==> src/rtl/rssi_pkg.sv <==
// Shared sizing helpers and default geometry for the RSSI energy scanner.
package rssi_pkg;
  localparam int DEF_DATA_W  = 10;
  localparam int DEF_WIN_LEN = 105;
  localparam int DEF_NUM_CH  = 4;

  function automatic int clog2(input int v);
    int r;
    int x;
    r = 0;
    x = v - 1;
    while (x > 0) begin
      r++;
      x = x >> 1;
    end
    return r;
  endfunction

  // Worst case: WIN_LEN full-scale squares, so the window sum cannot wrap.
  function automatic int acc_w(input int data_w, input int win_len);
    return 2 * data_w + clog2(win_len);
  endfunction
endpackage

==> src/rtl/rssi_square.sv <==
// Registered squarer stage: squares the tagged sample and filters out-of-range channel tags.
module rssi_square import rssi_pkg::*; #(
  parameter int DATA_W = DEF_DATA_W,
  parameter int SIGNED = 0,
  parameter int NUM_CH = DEF_NUM_CH,
  parameter int CH_W   = 2
) (
  input  logic                clk,
  input  logic                rstn,
  input  logic                i_clr,
  input  logic                i_valid,
  input  logic [CH_W-1:0]     i_ch,
  input  logic [DATA_W-1:0]   i_x,
  output logic                o_valid,
  output logic [CH_W-1:0]     o_ch,
  output logic [2*DATA_W-1:0] o_sq
);
  logic                w_fill;
  logic [2*DATA_W-1:0] w_ext;
  logic [2*DATA_W-1:0] w_sq;
  logic                w_ch_ok;

  // Low 2*DATA_W bits of the product are exact for both sign- and zero-extension.
  assign w_fill  = (SIGNED != 0) && i_x[DATA_W-1];
  assign w_ext   = {{DATA_W{w_fill}}, i_x};
  assign w_sq    = w_ext * w_ext;
  assign w_ch_ok = {1'b0, i_ch} < (CH_W+1)'(NUM_CH);

  always_ff @(posedge clk or negedge rstn) begin
    if (!rstn) begin
      o_valid <= 1'b0;
      o_ch    <= '0;
      o_sq    <= '0;
    end else begin
      o_valid <= i_valid && w_ch_ok && !i_clr;
      o_ch    <= i_ch;
      o_sq    <= w_sq;
    end
  end
endmodule

==> src/rtl/rssi_energy_scanner.sv <==
// Per-channel windowed energy accumulator with threshold flag and per-scan peak tracker.
module rssi_energy_scanner import rssi_pkg::*; #(
  parameter int DATA_W  = DEF_DATA_W,
  parameter int SIGNED  = 0,
  parameter int WIN_LEN = DEF_WIN_LEN,
  parameter int NUM_CH  = DEF_NUM_CH,
  parameter int CH_W    = 2,
  localparam int ACC_W  = acc_w(DATA_W, WIN_LEN)
) (
  input  logic              clk,
  input  logic              rstn,
  input  logic              clr,
  input  logic              in_valid,
  input  logic [CH_W-1:0]   in_ch,
  input  logic [DATA_W-1:0] in_x,
  input  logic [ACC_W-1:0]  thresh,
  input  logic              scan_start,
  output logic              res_valid,
  output logic [CH_W-1:0]   res_ch,
  output logic [ACC_W-1:0]  res_sum,
  output logic              res_above,
  output logic              peak_valid,
  output logic [CH_W-1:0]   peak_ch,
  output logic [ACC_W-1:0]  peak_sum
);
  localparam int CNT_W = (clog2(WIN_LEN) < 1) ? 1 : clog2(WIN_LEN);

  logic                            w_vld;
  logic [CH_W-1:0]                 w_ch;
  logic [2*DATA_W-1:0]             w_sq;
  logic [NUM_CH-1:0][ACC_W-1:0]    r_acc;
  logic [NUM_CH-1:0][CNT_W-1:0]    r_cnt;
  logic [ACC_W-1:0]                w_acc_sel;
  logic [CNT_W-1:0]                w_cnt_sel;
  logic [ACC_W-1:0]                w_sum;
  logic                            w_last;
  logic                            r_res_valid;
  logic [CH_W-1:0]                 r_res_ch;
  logic [ACC_W-1:0]                r_res_sum;
  logic                            r_res_above;
  logic                            r_peak_valid;
  logic [CH_W-1:0]                 r_peak_ch;
  logic [ACC_W-1:0]                r_peak_sum;

  rssi_square #(
    .DATA_W (DATA_W),
    .SIGNED (SIGNED),
    .NUM_CH (NUM_CH),
    .CH_W   (CH_W)
  ) u_sq (
    .clk     (clk),
    .rstn    (rstn),
    .i_clr   (clr),
    .i_valid (in_valid),
    .i_ch    (in_ch),
    .i_x     (in_x),
    .o_valid (w_vld),
    .o_ch    (w_ch),
    .o_sq    (w_sq)
  );

  always_comb begin
    w_acc_sel = '0;
    w_cnt_sel = '0;
    for (int c = 0; c < NUM_CH; c++) begin
      if (w_ch == CH_W'(c)) begin
        w_acc_sel = r_acc[c];
        w_cnt_sel = r_cnt[c];
      end
    end
  end

  assign w_sum  = w_acc_sel + ACC_W'(w_sq);
  assign w_last = (w_cnt_sel == CNT_W'(WIN_LEN - 1));

  // Read-modify-write in one cycle, so same-channel back-to-back samples need no forwarding.
  always_ff @(posedge clk or negedge rstn) begin
    if (!rstn) begin
      r_acc <= '0;
      r_cnt <= '0;
    end else if (clr) begin
      r_acc <= '0;
      r_cnt <= '0;
    end else if (w_vld) begin
      for (int c = 0; c < NUM_CH; c++) begin
        if (w_ch == CH_W'(c)) begin
          r_acc[c] <= w_last ? '0 : w_sum;
          r_cnt[c] <= w_last ? '0 : r_cnt[c] + CNT_W'(1);
        end
      end
    end
  end

  always_ff @(posedge clk or negedge rstn) begin
    if (!rstn) begin
      r_res_valid <= 1'b0;
      r_res_ch    <= '0;
      r_res_sum   <= '0;
      r_res_above <= 1'b0;
    end else begin
      r_res_valid <= 1'b0;
      if (!clr && w_vld && w_last) begin
        r_res_valid <= 1'b1;
        r_res_ch    <= w_ch;
        r_res_sum   <= w_sum;
        r_res_above <= (w_sum >= thresh);
      end
    end
  end

  // A result coinciding with scan_start seeds the new scan instead of being lost.
  always_ff @(posedge clk or negedge rstn) begin
    if (!rstn) begin
      r_peak_valid <= 1'b0;
      r_peak_ch    <= '0;
      r_peak_sum   <= '0;
    end else if (scan_start) begin
      r_peak_valid <= r_res_valid;
      r_peak_ch    <= r_res_valid ? r_res_ch  : '0;
      r_peak_sum   <= r_res_valid ? r_res_sum : '0;
    end else if (r_res_valid && (!r_peak_valid || r_res_sum > r_peak_sum)) begin
      r_peak_valid <= 1'b1;
      r_peak_ch    <= r_res_ch;
      r_peak_sum   <= r_res_sum;
    end
  end

  assign res_valid  = r_res_valid;
  assign res_ch     = r_res_ch;
  assign res_sum    = r_res_sum;
  assign res_above  = r_res_above;
  assign peak_valid = r_peak_valid;
  assign peak_ch    = r_peak_ch;
  assign peak_sum   = r_peak_sum;
endmodule

==> config.mk <==
export PLATFORM = sky130hd
export DESIGN_NAME = rssi_energy_scanner
export DESIGN_NICKNAME = d
export VERILOG_FILES = /design/src/rtl/rssi_pkg.sv /design/src/rtl/rssi_square.sv /design/src/rtl/rssi_energy_scanner.sv
export SDC_FILE = /design/constraint.sdc
export NUM_CORES = 1
export LEC_CHECK = 0
export CORE_MARGIN = 2
export CORE_UTILIZATION = 38
export CTS_CLUSTER_DIAMETER = 200
export DETAILED_ROUTE_END_ITERATION = 8
export HOLD_SLACK_MARGIN = 0.02
export PLACE_DENSITY = 0.58
export SLEW_MARGIN = 15
export SYNTH_ARGS = -nofsm -noshare
export SYNTH_HDL_FRONTEND = slang
export SYNTH_SLANG_ARGS = --single-unit
export TNS_END_PERCENT = 10
==> constraint.sdc <==
create_clock -name clk -period 11.1 [get_ports clk]
set_clock_uncertainty 0.15 [all_clocks]
set_input_delay 2.22 -clock clk [delete_from_list [all_inputs] [get_ports clk]]
set_output_delay 2.22 -clock clk [all_outputs]
set_load 0.01 [all_outputs]
# After elaboration in Yosys (flattened, before gate mapping)
# Index checks and enable logic that the tools add are counted.
# W data, S select, Z words.
# op_classes
add_sub_neg,5
multipliers,1
order_cmp,2
n_eq_ne,4
n_mux,34
n_reduce_logical,18
# op_table
op,count
$mux W27,12
$mux W108,2
$mux W7,12
$mux W28,2
$add A7 B1 Y7 const B,4
$add A27 B20 Y27,1
$ge A27 B27 Y1,1
$gt A27 B27 Y1,1
$mul A10 B10 Y20,1
$reduce_bool A2 Y1,6
$reduce_and A2 Y1,4
$eq A7 B7 Y1 const B,1
$mux W2,3
$eq A2 B2 Y1 const B,2
$logic_and A1 B1 Y1,4
$mux W1,3
$eq A2 B1 Y1 const B,1
$logic_not A1 Y1,2
$logic_not A2 Y1,1
$logic_or A1 B1 Y1,1
# word_totals
reg_bits,220
in_bits,44

# Depth between registers and ports, before layout
# Gate-level depths: netlist of run 1.
# depth
word_depth,10
depth_mapped,23

# Cells and area by module
# Synthesis of run 1 repeated with hierarchy kept, for this count alone.
# unflattened
hier_cells,1585
area_unflattened_um2,15078.2
# by_module_without_submodules
module,instances,cells_per_inst,area_each_um2,seq_area_each_um2
rssi_energy_scanner,1,1247,11748.8,4929.7
rssi_square,1,338,3329.4,550.5

# Worst setup path after synthesis of run 1
# No wires, ideal clock.
# synth_path
kind,input-to-reg
from,in in_x[9]
to,reg u_sq.o_sq[19]
setup_ps,79
arrival_time_ps,6698
required_time_ps,10871
setup_slack_ps,4173
cell_stages,17
cell_sequence,clkbuf_1 and2_1 inv_1 fa_1 fa_1 fa_1 inv_1 fa_1 fa_1 ha_1 or2_2 a21oi_1 a21oi_1 a211oi_1 o21bai_1 a21oi_1 xor2_1
# synth_via
elab_chain_cells,1
# synth_lines
element,line_no,rtl
from (decl),rssi_energy_scanner.sv:15,"input logic [DATA_W-1:0] in_x,"
$mul A10 B10 Y20,rssi_square.sv:26,assign w_sq = w_ext * w_ext;
named net u_sq.w_sq[19],rssi_square.sv:20,logic [2*DATA_W-1:0] w_sq;
to (signal assigned),rssi_square.sv:37,o_sq <= w_sq;
to (decl),rssi_square.sv:16,output logic [2*DATA_W-1:0] o_sq
# The timed path passes the listed nets, and every way through them passes these cells.
# A chain may end at the register's enable or synchronous reset.

# Worst setup path after layout of run 1
# layout_path
from,in in_x[0]
to,reg u_sq.o_sq[19]
# The elaborated chain is that of the path after synthesis.

==> results of run 1 <==
worst paths after layout:
| path | start | endpoint | slack (ns) | cells past startpoint |
|---|---|---|---|---|
| max | in_x[0] | u_sq.o_sq[19]$_DFF_PN0_ | 3.90 | 17 |
| min | r_acc[53]$_DFFE_PN0P_ | r_acc[53]$_DFFE_PN0P_ | 0.33 | 2 |
| max reg2reg | u_sq.o_ch[0]$_DFF_PN0_ | res_above$_DFFE_PN0P_ | 4.45 | 19 |
| min reg2reg | r_acc[53]$_DFFE_PN0P_ | r_acc[53]$_DFFE_PN0P_ | 0.33 | 2 |
| max in group asynchronous | rstn | u_sq.o_sq[8]$_DFF_PN0_ | 7.14 | 3 |
| min in group asynchronous | rstn | peak_sum[24]$_DFFE_PN0P_ | 1.53 | 1 |
worst max-delay path: cells and delay by family:
kind	cells	cell delay, ns
AOI/OAI and AO/OA	5	0.83
xor gates and xnor gates	1	0.16
adders and majority gates	6	2.91
and+or+nand+nor	2	0.54
buffers and inverters	3	0.83
sequential cells by signal (all words and copies together), names as in the netlist:
signal        count
peak_ch           2
peak_sum         27
peak_valid        1
r_acc           108
r_cnt            28
res_above         1
res_ch            2
res_sum          27
res_valid         1
u_sq.o_ch         2
u_sq.o_sq        19
u_sq.o_valid      1
kinds of logic (layout without fill, tap and decap cells):
logic type      after synthesis  in the layout
simple gates                415            415
flops                       219            219
fa+ha+maj                   171            171
compound gates              298            298
mux                          67             67
xor+xnor                     51             51
other cells                   0              1
buf+inv                     199            309
power groups by stage:
stage | combinational, mW | sequential [mW] | clock [mW]
finish | 0.928 | 0.883 | 0.889
global route | 1.07 | 0.887 | 0.943
CTS | 0.937 | 0.882 | 0.909
detailed placement | 0.928 | 0.895 | 0
global placement | 0.912 | 0.896 | 0
floorplan | 0.706 | 0.876 | 0
through the flow:
stage          instance area, µm²  hold WS [ns]  setup slack (ns)  util [%]
3_5_place_dp                15680        0.3196             3.352     42.92
5_1_grt                     16580        0.3573             3.556     45.39
2_1_floorplan               14080        0.2946             4.173         -
3_3_place_gp                15680        0.3089             3.463     42.92
4_1_cts                     16580        0.3319             3.910     45.39
6_report                    16580        0.3283             3.895     45.39
cell type report:
class	instances	share of cell area [%]
antenna	1	0.01509
clock buffer	41	4.936
clock inverter	6	0.4981
inverter	142	3.215
multi-input combinational	1002	47.71
sequential	219	33.06
tap	468	3.532
timing repair buffer	120	7.034
synth_stat cells (all sizes together), types with 5 or more instances:
library cell	count	area [µm²]
a21oi	56	280.3
buf	8	33.78
and3	13	81.33
nor2	72	270.3
nor4	5	31.28
nor3	19	95.09
a211oi	7	52.55
nor2b	13	81.33
ha	124	1551
nand4	12	75.07
fa	47	940.9
mux4	27	608.1
or2	5	31.28
o21a	10	75.07
or3	8	50.05
xnor2	31	271.5
nand2	187	701.9
o21ai	103	515.5
nand2b	6	37.54
inv	141	529.3
xor2	20	175.2
mux2	39	439.2
a31oi	8	50.05
and2	34	212.7
clkbuf	49	183.9
a21o	24	180.2
a22o	50	437.9
dfrtp	219	5480
nand3	29	145.1
routing by layer:
metal	part of all wire [%]	track usage [%]
met5	0	0
met4	2.4	5.331
met3	4.6	2.430
met2	45	30.52
met1	48	26.53
==> flow_summary.json, run 1 <==
{
  "ios": 105,
  "max_freq_mhz": 138.8,
  "route.detailed.drc": 0,
  "ctsResizeCount": 0,
  "clkPwrFrac_pct": 32.9,
  "vias": 10600,
  "synth_edf_count": 0,
  "placedCellCount": 1951,
  "drtIter0Drc": 590,
  "seq_power_share_pct": 32.7,
  "final_nets": 1727,
  "crit_fanout": 14,
  "end_kind": "flop",
  "first_pass_iters": 5,
  "ant_nets": 0,
  "core-area_mm2": 0.03652,
  "cts.clk_slew.worst_paths_ns": 0.05,
  "comb_power_share_pct": 34.4,
  "power.leakage_nw": 7.915,
  "overflow": 0,
  "die_x_um": 196.5,
  "vdd_drop_max_mv": 0.08453,
  "layout_common_cells": "dfrtp_1 (218), nand2_1 (187), inv_1 (141), ha_1 (124)",
  "fillers": 3454,
  "grt_pass1_vias": 10730,
  "synth-seq-cells": 219,
  "grt_max_degree": 98,
  "cp-start-kind": "input pin",
  "wl_mm": 35.44,
  "grt_pass1_wl_mm": 58.28,
  "synth_top_family_by_area": "adder cells",
  "critPathSlowestCell": "clkdlybuf4s50_1",
  "portBuffers": 104,
  "antenna_found_initial": 1,
  "tightest_slew_ns": 1.130,
  "htree_num_levels": 1,
  "p_sw_share_pct": 33.90,
  "final_cells": 1999,
  "cap_violations": 0,
  "final_common_cell": "dfrtp_1",
  "critPathKind": "input pin to flop",
  "dieArea_mm2": 0.03861,
  "crit_arrival_ns": 7.50,
  "setup_viol": 0,
  "ff_latch_area_mm2": 0.005482,
  "synth_compound_area_share_pct": 13.79,
  "finalMaxSlewViolations": 0,
  "synth.distinct_cells": 60,
  "cp_common_cell": "fa_1",
  "post_cts_buffers": 0,
  "tns_ns": 0,
  "syn_area_mm2": 0.01408,
  "hold_class": "flop to flop",
  "timing.final.hold_violations": 0,
  "ys_dominant_reg_cell": "dfrtp_1",
  "p_int_mw": 1.785,
  "root_buffer": "clkbuf_16",
  "cts_buffer_depth": 3,
  "synth-simple-area-share_pct": 13.59,
  "synth_cells": 1420,
  "die_h_um": 196.5,
  "status": "finished, final reports clean",
  "cp.required_ns": 11.40,
  "numCtsBuffers": 27,
  "switchingPower_mw": 0.9151,
  "synthArstFlopShare_pct": 100.0,
  "synth_fa_ha_area_share_pct": 17.70,
  "cts_sinks": 219,
  "synthXorXnorAreaFrac_pct": 3.172,
  "rows": 70,
  "relSlewSlack_pct": 24.41,
  "initial_core_util_pct": 38.56,
  "syn_nets": 1635,
  "synthMuxAreaShare_pct": 7.508,
  "wire_per_inst_um": 17.73,
  "area_delta_synth_final_pct": 17.73,
  "syn_avg_cell_area_um2": 9.917,
  "finalCriticalPeriod_ns": 7.205,
  "critical_path.max_stage_delay_ns": 0.71,
  "power.density_mw_per_mm2": 162.8,
  "finalCritPeriodShare_pct": 64.91,
  "holdBufCountCts": 0,
  "power_mw": 2.700,
  "dp_hpwl_mm": 26.03,
  "cts_tree": "done",
  "worstPathCellList": "clkdlybuf4s50_1 > and2_1 > inv_1 > fa_1 > fa_1 > fa_1 > inv_1 > fa_1 > fa_1 > ha_1 > or2_2 > a21oi_1 > a21oi_1 > a211oi_1 > o21bai_1 > a21oi_1 > xor2_1",
  "yosysSeqAreaShare_pct": 38.92,
  "drive_gt1_share_pct": 9.216,
  "yosysWarnings": 0,
  "clkLatencyLatePin_ns": 0.53,
  "rsz0062_at_grt": "false",
  "gp_congestion": 0.8698,
  "multi_input_area_mm2": 0.007909,
  "grt_usage_pct": 18.82,
  "vias_per_cell": 5.303
}
Power figures use the tool's default switching activity.
==> run 2: changes to the inputs <==
--- a/config.mk
+++ b/config.mk
@@ -10,7 +10,7 @@
 export CTS_CLUSTER_DIAMETER = 200
 export DETAILED_ROUTE_END_ITERATION = 8
 export HOLD_SLACK_MARGIN = 0.02
-export PLACE_DENSITY = 0.58
+export PLACE_DENSITY = 0.6
 export SLEW_MARGIN = 15
 export SYNTH_ARGS = -nofsm -noshare
 export SYNTH_HDL_FRONTEND = slang
==> constraint.sdc (replaced) <==
create_clock -name clk -period 5.85 [get_ports clk]
set_clock_uncertainty 0.15 [all_clocks]
set_input_delay 1.17 -clock clk [delete_from_list [all_inputs] [get_ports clk]]
set_output_delay 1.17 -clock clk [all_outputs]
set_load 0.01 [all_outputs]
==> flow_summary.json, run 2 (synthesized netlist as in run 1, its figures left out) <==
{
  "fillers": 3419,
  "largest-register": "r_acc",
  "n_antenna_cell": 0,
  "power.density_mw_per_mm2": 306.9,
  "timing.final.hold_violations": 0,
  "power_mw": 5.246,
  "place_area_mm2": 0.01619,
  "final_nets": 1797,
  "holdBufCountCts": 0,
  "wl_mm": 35.49,
  "post-route-util_pct": 46.80,
  "grt_max_degree": 141,
  "power.leakage_nw": 8.303,
  "cts.clk_slew.worst_paths_ns": 0.06,
  "dieArea_mm2": 0.03861,
  "met3_length_mm": 1.730,
  "layout_common_cells": "dfrtp_1 (218), nand2_1 (187), inv_1 (140), ha_1 (124), o21ai_0 (103)",
  "antenna_found_initial": 0,
  "vdd_drop_max_mv": 0.1753,
  "multi_input_area_mm2": 0.007911,
  "core-area_mm2": 0.03652,
  "first_pass_iters": 5,
  "stdcell_area_mm2": 0.01709,
  "clkLatencyLatePin_ns": 0.51,
  "cp-start-kind": "input pin",
  "top_regs": "r_acc (108), r_cnt (28)",
  "htree_num_levels": 1,
  "dp_hpwl_mm": 26.22,
  "crit_arrival_ns": 5.88,
  "finalMaxSlewViolations": 0,
  "die_x_um": 196.5,
  "tightest_slew_ns": 1.073,
  "gp_congestion": 0.8924,
  "root_buffer": "clkbuf_16",
  "numCtsBuffers": 23,
  "vias_per_cell": 5.235,
  "cts_tree": "done",
  "finalCriticalPeriod_ns": 5.599,
  "relSlewSlack_pct": 28.27,
  "route.detailed.drc": 0,
  "vias": 10820,
  "place_ws_ns": -0.5302,
  "hold_class": "flop to flop",
  "status": "finished, final reports clean",
  "grt_pass1_wl_mm": 57.76,
  "drive_gt1_share_pct": 13.52,
  "finalCritPeriodShare_pct": 95.71,
  "tns_ns": 0,
  "cap_violations": 0,
  "dr_wl_met2_mm": 16.97,
  "reg2reg_from": "u_sq.o_ch[1]$_DFF_PN0_",
  "end_kind": "flop",
  "crit_path_start": "in_x[1]",
  "die_h_um": 196.5,
  "grt_pass1_vias": 11050,
  "grt_usage_pct": 18.55,
  "final_common_cell": "dfrtp_1",
  "critPathKind": "input pin to flop",
  "overflow": 0,
  "placedCellCount": 2019,
  "layout_setup_ws_ns": 0.2512,
  "max_freq_mhz": 178.6,
  "drtIter0Drc": 648,
  "wire_per_inst_um": 17.18,
  "initial_core_util_pct": 38.56,
  "ios": 105,
  "ff_latch_area_mm2": 0.005484,
  "cp.required_ns": 6.13,
  "hold_slack_ns": 0.3248,
  "rows": 70,
  "final_cells": 2066,
  "largest_register_ffs": 108,
  "top_layer": "met4",
  "ant_nets": 0,
  "wl_met1_mm": 16.17,
  "portBuffers": 104,
  "crit_fanout": 4,
  "cts_sinks": 219,
  "worstHoldStart": "r_acc[105]$_DFFE_PN0P_",
  "setup_viol": 0,
  "cts_buffer_depth": 3,
  "area_delta_synth_final_pct": 21.38
}
[run 2: cell types whose count changed in the layout (fill, tap and decap cells not counted), moves of 3 or more]
cell and change:
buf_12 +3, buf_4 +68, clkbuf_1 -3, clkbuf_16 -4
clkbuf_8 -8, clkdlybuf4s50_1 -8, clkinv_2 +4, clkinvlp_4 +3
dlymetal6s2s_1 +7
[run 2: critical path: stages]
cell	delay, ns
clkdlybuf4s50_1	0.46
buf_4	0.17
and2_1	0.17
buf_4	0.15
fa_1	0.43
fa_1	0.49
ha_1	0.29
inv_1	0.05
fa_1	0.49
fa_1	0.51
inv_1	0.04
ha_1	0.34
nand3_1	0.10
nand2_1	0.06
a41oi_2	0.18
a21oi_1	0.13
a211oi_1	0.25
o21bai_1	0.10
a21oi_1	0.16
xor2_1	0.15
[run 2: power breakdown]
group,internal (mW),switching [mW],total [mW]
Combinational,0.934,1.11,2.05
Clock,0.912,0.611,1.52
Sequential,1.61,0.0669,1.68
[run 2: worst paths after layout]
| path | end | slack [ns] | cells past startpoint |
|---|---|---|---|
| worst max register to register | res_above$_DFFE_PN0P_ | 0.37 | 19 |
| min in group asynchronous | peak_sum[23]$_DFFE_PN0P_ | 0.38 | 1 |
| worst max-delay path | u_sq.o_sq[19]$_DFF_PN0_ | 0.25 | 20 |
| worst min register to register | r_acc[105]$_DFFE_PN0P_ | 0.32 | 2 |
| max in group asynchronous | u_sq.o_ch[0]$_DFF_PN0_ | 4.33 | 2 |
| worst min-delay path | r_acc[105]$_DFFE_PN0P_ | 0.32 | 2 |
[run 2: area by class of cell]
type | instances | area share [%]
tap | 468 | 3.426
inverter | 142 | 3.118
sequential | 219 | 32.08
clock buffer | 26 | 3.492
clock inverter | 15 | 1.083
timing repair buffer | 194 | 10.51
multi-input combinational | 1002 | 46.29
[run 2: metal layers]
layer,up-vias,track usage (%)
met3,37,2.242
met4,0,4.686
met5,-,0
met1,5268,25.25
met2,258,31.55
li1,5253,-
[run 2: timing repair]
item	in CTS	in global routing
setup buffers	0	4
pin swaps	0	7
resized for setup	1	13
endpoints found under the setup margin	1	6
cloned	0	1
==> run 3: changes to the inputs <==
--- a/config.mk
+++ b/config.mk
@@ -5,6 +5,7 @@
 export SDC_FILE = /design/constraint.sdc
 export NUM_CORES = 1
 export LEC_CHECK = 0
+export CORE_ASPECT_RATIO = 1.2
 export CORE_MARGIN = 2
 export CORE_UTILIZATION = 38
 export CTS_CLUSTER_DIAMETER = 200
==> flow_summary.json, run 3 (synthesized netlist as in run 1, its figures left out) <==
{
  "status": "finished, final reports clean",
  "fillers": 3447,
  "clkLatencyLatePin_ns": 0.52,
  "grt_pass1_vias": 11150,
  "finalMaxSlewViolations": 0,
  "finalCriticalPeriod_ns": 5.584,
  "dp_hpwl_mm": 26.02,
  "cp.buffers_inverters": 5,
  "seq_power_share_pct": 32.5,
  "multi_input_area_mm2": 0.007933,
  "first_pass_iters": 5,
  "finalCritPeriodShare_pct": 95.45,
  "antenna_found_initial": 0,
  "relSlewSlack_pct": 31.24,
  "route.detailed.drc": 0,
  "hold_class": "flop to flop",
  "critical_path.max_stage_delay_ns": 0.54,
  "r2r_end": "res_above$_DFFE_PN0P_",
  "p_int_mw": 3.395,
  "cts_tree": "done",
  "end_kind": "flop",
  "n_antenna_cell": 0,
  "vias_per_cell": 5.250,
  "root_buffer": "clkbuf_16",
  "reg2reg_depth": 17,
  "place_ws_ns": -0.5753,
  "power.density_mw_per_mm2": 303.0,
  "initial_core_util_pct": 38.36,
  "critPathKind": "input pin to flop",
  "cp.required_ns": 6.14,
  "die_x_um": 179.7,
  "hold_slack_ns": 0.3291,
  "reg2reg_from": "u_sq.o_ch[0]$_DFF_PN0_",
  "cts_buffer_depth": 3,
  "drtIter0Drc": 568,
  "max_freq_mhz": 179.1,
  "holdBufCountCts": 0,
  "numCtsBuffers": 21,
  "wl_mm": 35.16,
  "vias": 10850,
  "cp_top_family": "adder cells",
  "largest_register_ffs": 108,
  "worst_hold_path.num_cells": 2,
  "final_nets": 1793,
  "rrSetupSlack_ns": 0.28,
  "p_sw_share_pct": 34.15,
  "comb_power_share_pct": 39.8,
  "grt_usage_pct": 18.30,
  "largest-register": "r_acc",
  "min_to": "r_acc[97]$_DFFE_PN0P_",
  "critPathSlowestCell": "fa_1",
  "tightest_slew_ns": 1.028,
  "grt_pass1_wl_mm": 58.00,
  "final_common_cell": "dfrtp_1",
  "layout_setup_ws_ns": 0.2664,
  "worstHoldStart": "r_acc[97]$_DFFE_PN0P_",
  "switchingPower_mw": 1.761,
  "dieArea_mm2": 0.03862,
  "crit_arrival_ns": 5.87,
  "overflow": 0,
  "cts_sinks": 219,
  "rows": 77,
  "ios": 105,
  "core-area_mm2": 0.03671,
  "grt_max_degree": 127,
  "crit_fanout": 10,
  "htree_num_levels": 1,
  "area_delta_synth_final_pct": 20.81,
  "timing.final.hold_violations": 0,
  "worstPathCellList": "clkdlybuf4s50_1 > buf_6 > nand2_2 > inv_1 > fa_1 > inv_1 > fa_1 > fa_1 > inv_1 > fa_1 > ha_1 > ha_1 > a21o_1 > a21o_1 > a21o_1 > a21o_1 > a211oi_2 > o21bai_1 > a21oi_1 > xor2_1",
  "wire_per_inst_um": 17.01,
  "portBuffers": 104,
  "gp_congestion": 0.8901,
  "power.leakage_nw": 8.271,
  "tns_ns": 0,
  "setup_viol": 0,
  "top_regs": "r_acc (108), r_cnt (28)",
  "ant_nets": 0,
  "cp-start-kind": "input pin",
  "cts.clk_slew.worst_paths_ns": 0.06,
  "die_h_um": 214.9,
  "clkPwrFrac_pct": 27.7,
  "rsz0062_at_grt": "true",
  "drive_gt1_share_pct": 13.62,
  "cap_violations": 0,
  "power_mw": 5.156,
  "layout_common_cells": "dfrtp_1 (217), nand2_1 (185), inv_1 (141), ha_1 (124), o21ai_0 (103)",
  "ff_latch_area_mm2": 0.005485,
  "vdd_drop_max_mv": 0.1845,
  "post-route-util_pct": 46.35
}
-- run 3: changes by cell type in the layout (fill, tap and decap cells not counted), sizes merged --
cell           before  now
clkinv              8    5
bufinv              4    2
dlymetal6s2s        7    8
dlygate4sd2         1    0
clkbuf             26   30
clkdlybuf4s50      95   94
inv               141  142
buf                91   89
clkdlybuf4s15       0    1
clkinvlp            4    1
-- run 3: final cells by class --
class,instances,share of cell area [%]
clock buffers,30,3.699
clock inverters,8,0.5663
inverters,142,3.133
multi-input cells,1002,46.63
flip-flops and latches,219,32.24
well taps,474,3.486
repair buffers,192,10.24
-- run 3: worst max path at each step --
stage | start | end | depth (start not counted)
after floorplan | in_x[9] | u_sq.o_sq[19]$_DFF_PN0_ | 17
final | in_x[5] | u_sq.o_sq[19]$_DFF_PN0_ | 20
after CTS | in_x[8] | u_sq.o_sq[19]$_DFF_PN0_ | 19
after global placement | in_x[9] | u_sq.o_sq[19]$_DFF_PN0_ | 17
after detailed placement | in_x[9] | u_sq.o_sq[19]$_DFF_PN0_ | 17
after global routing | in_x[5] | u_sq.o_sq[19]$_DFF_PN0_ | 20
-- run 3: per-layer routing --
| metal | vias to the layer above | wire, µm | GRT usage [%] |
|---|---|---|---|
| li1 | 5212 | - | - |
| met1 | 5324 | 15400 | 24.21 |
| met2 | 276 | 17520 | 32.08 |
| met3 | 39 | 1582 | 1.813 |
| met4 | 0 | 655 | 4.824 |
| met5 | - | 0 | 0 |
-- run 3: what timing repair did --
item	in CTS	in global routing
buffers inserted	0	3
gates resized for setup	1	21
pin swaps	0	5
endpoints found under the setup margin	1	6
-- run 3: metrics by stage --
step                      cell area [µm²]  cells
after floorplan                     14080   1420
final                               17010   2067
after detailed placement            16200   2026
after global placement              16200   2026
after global routing                17010   2067
after CTS                           16920   2064
-- run 3: worst min-delay path: cells and delay by family, from the launching register on --
kind	cells	cell delay (ns)
AOI/OAI and AO/OA	1	0.06
DFF	1	0.34
and+or+nand+nor	1	0.04
-- run 3: power groups by stage --
stage	Combinational, mW	Sequential, mW	Clock [mW]
5_1_grt	2.32	1.68	1.53
6_report	2.05	1.68	1.43
2_1_floorplan	1.34	1.66	0
3_5_place_dp	2.01	1.70	0
4_1_cts	2.03	1.67	1.47
3_3_place_gp	1.98	1.70	0
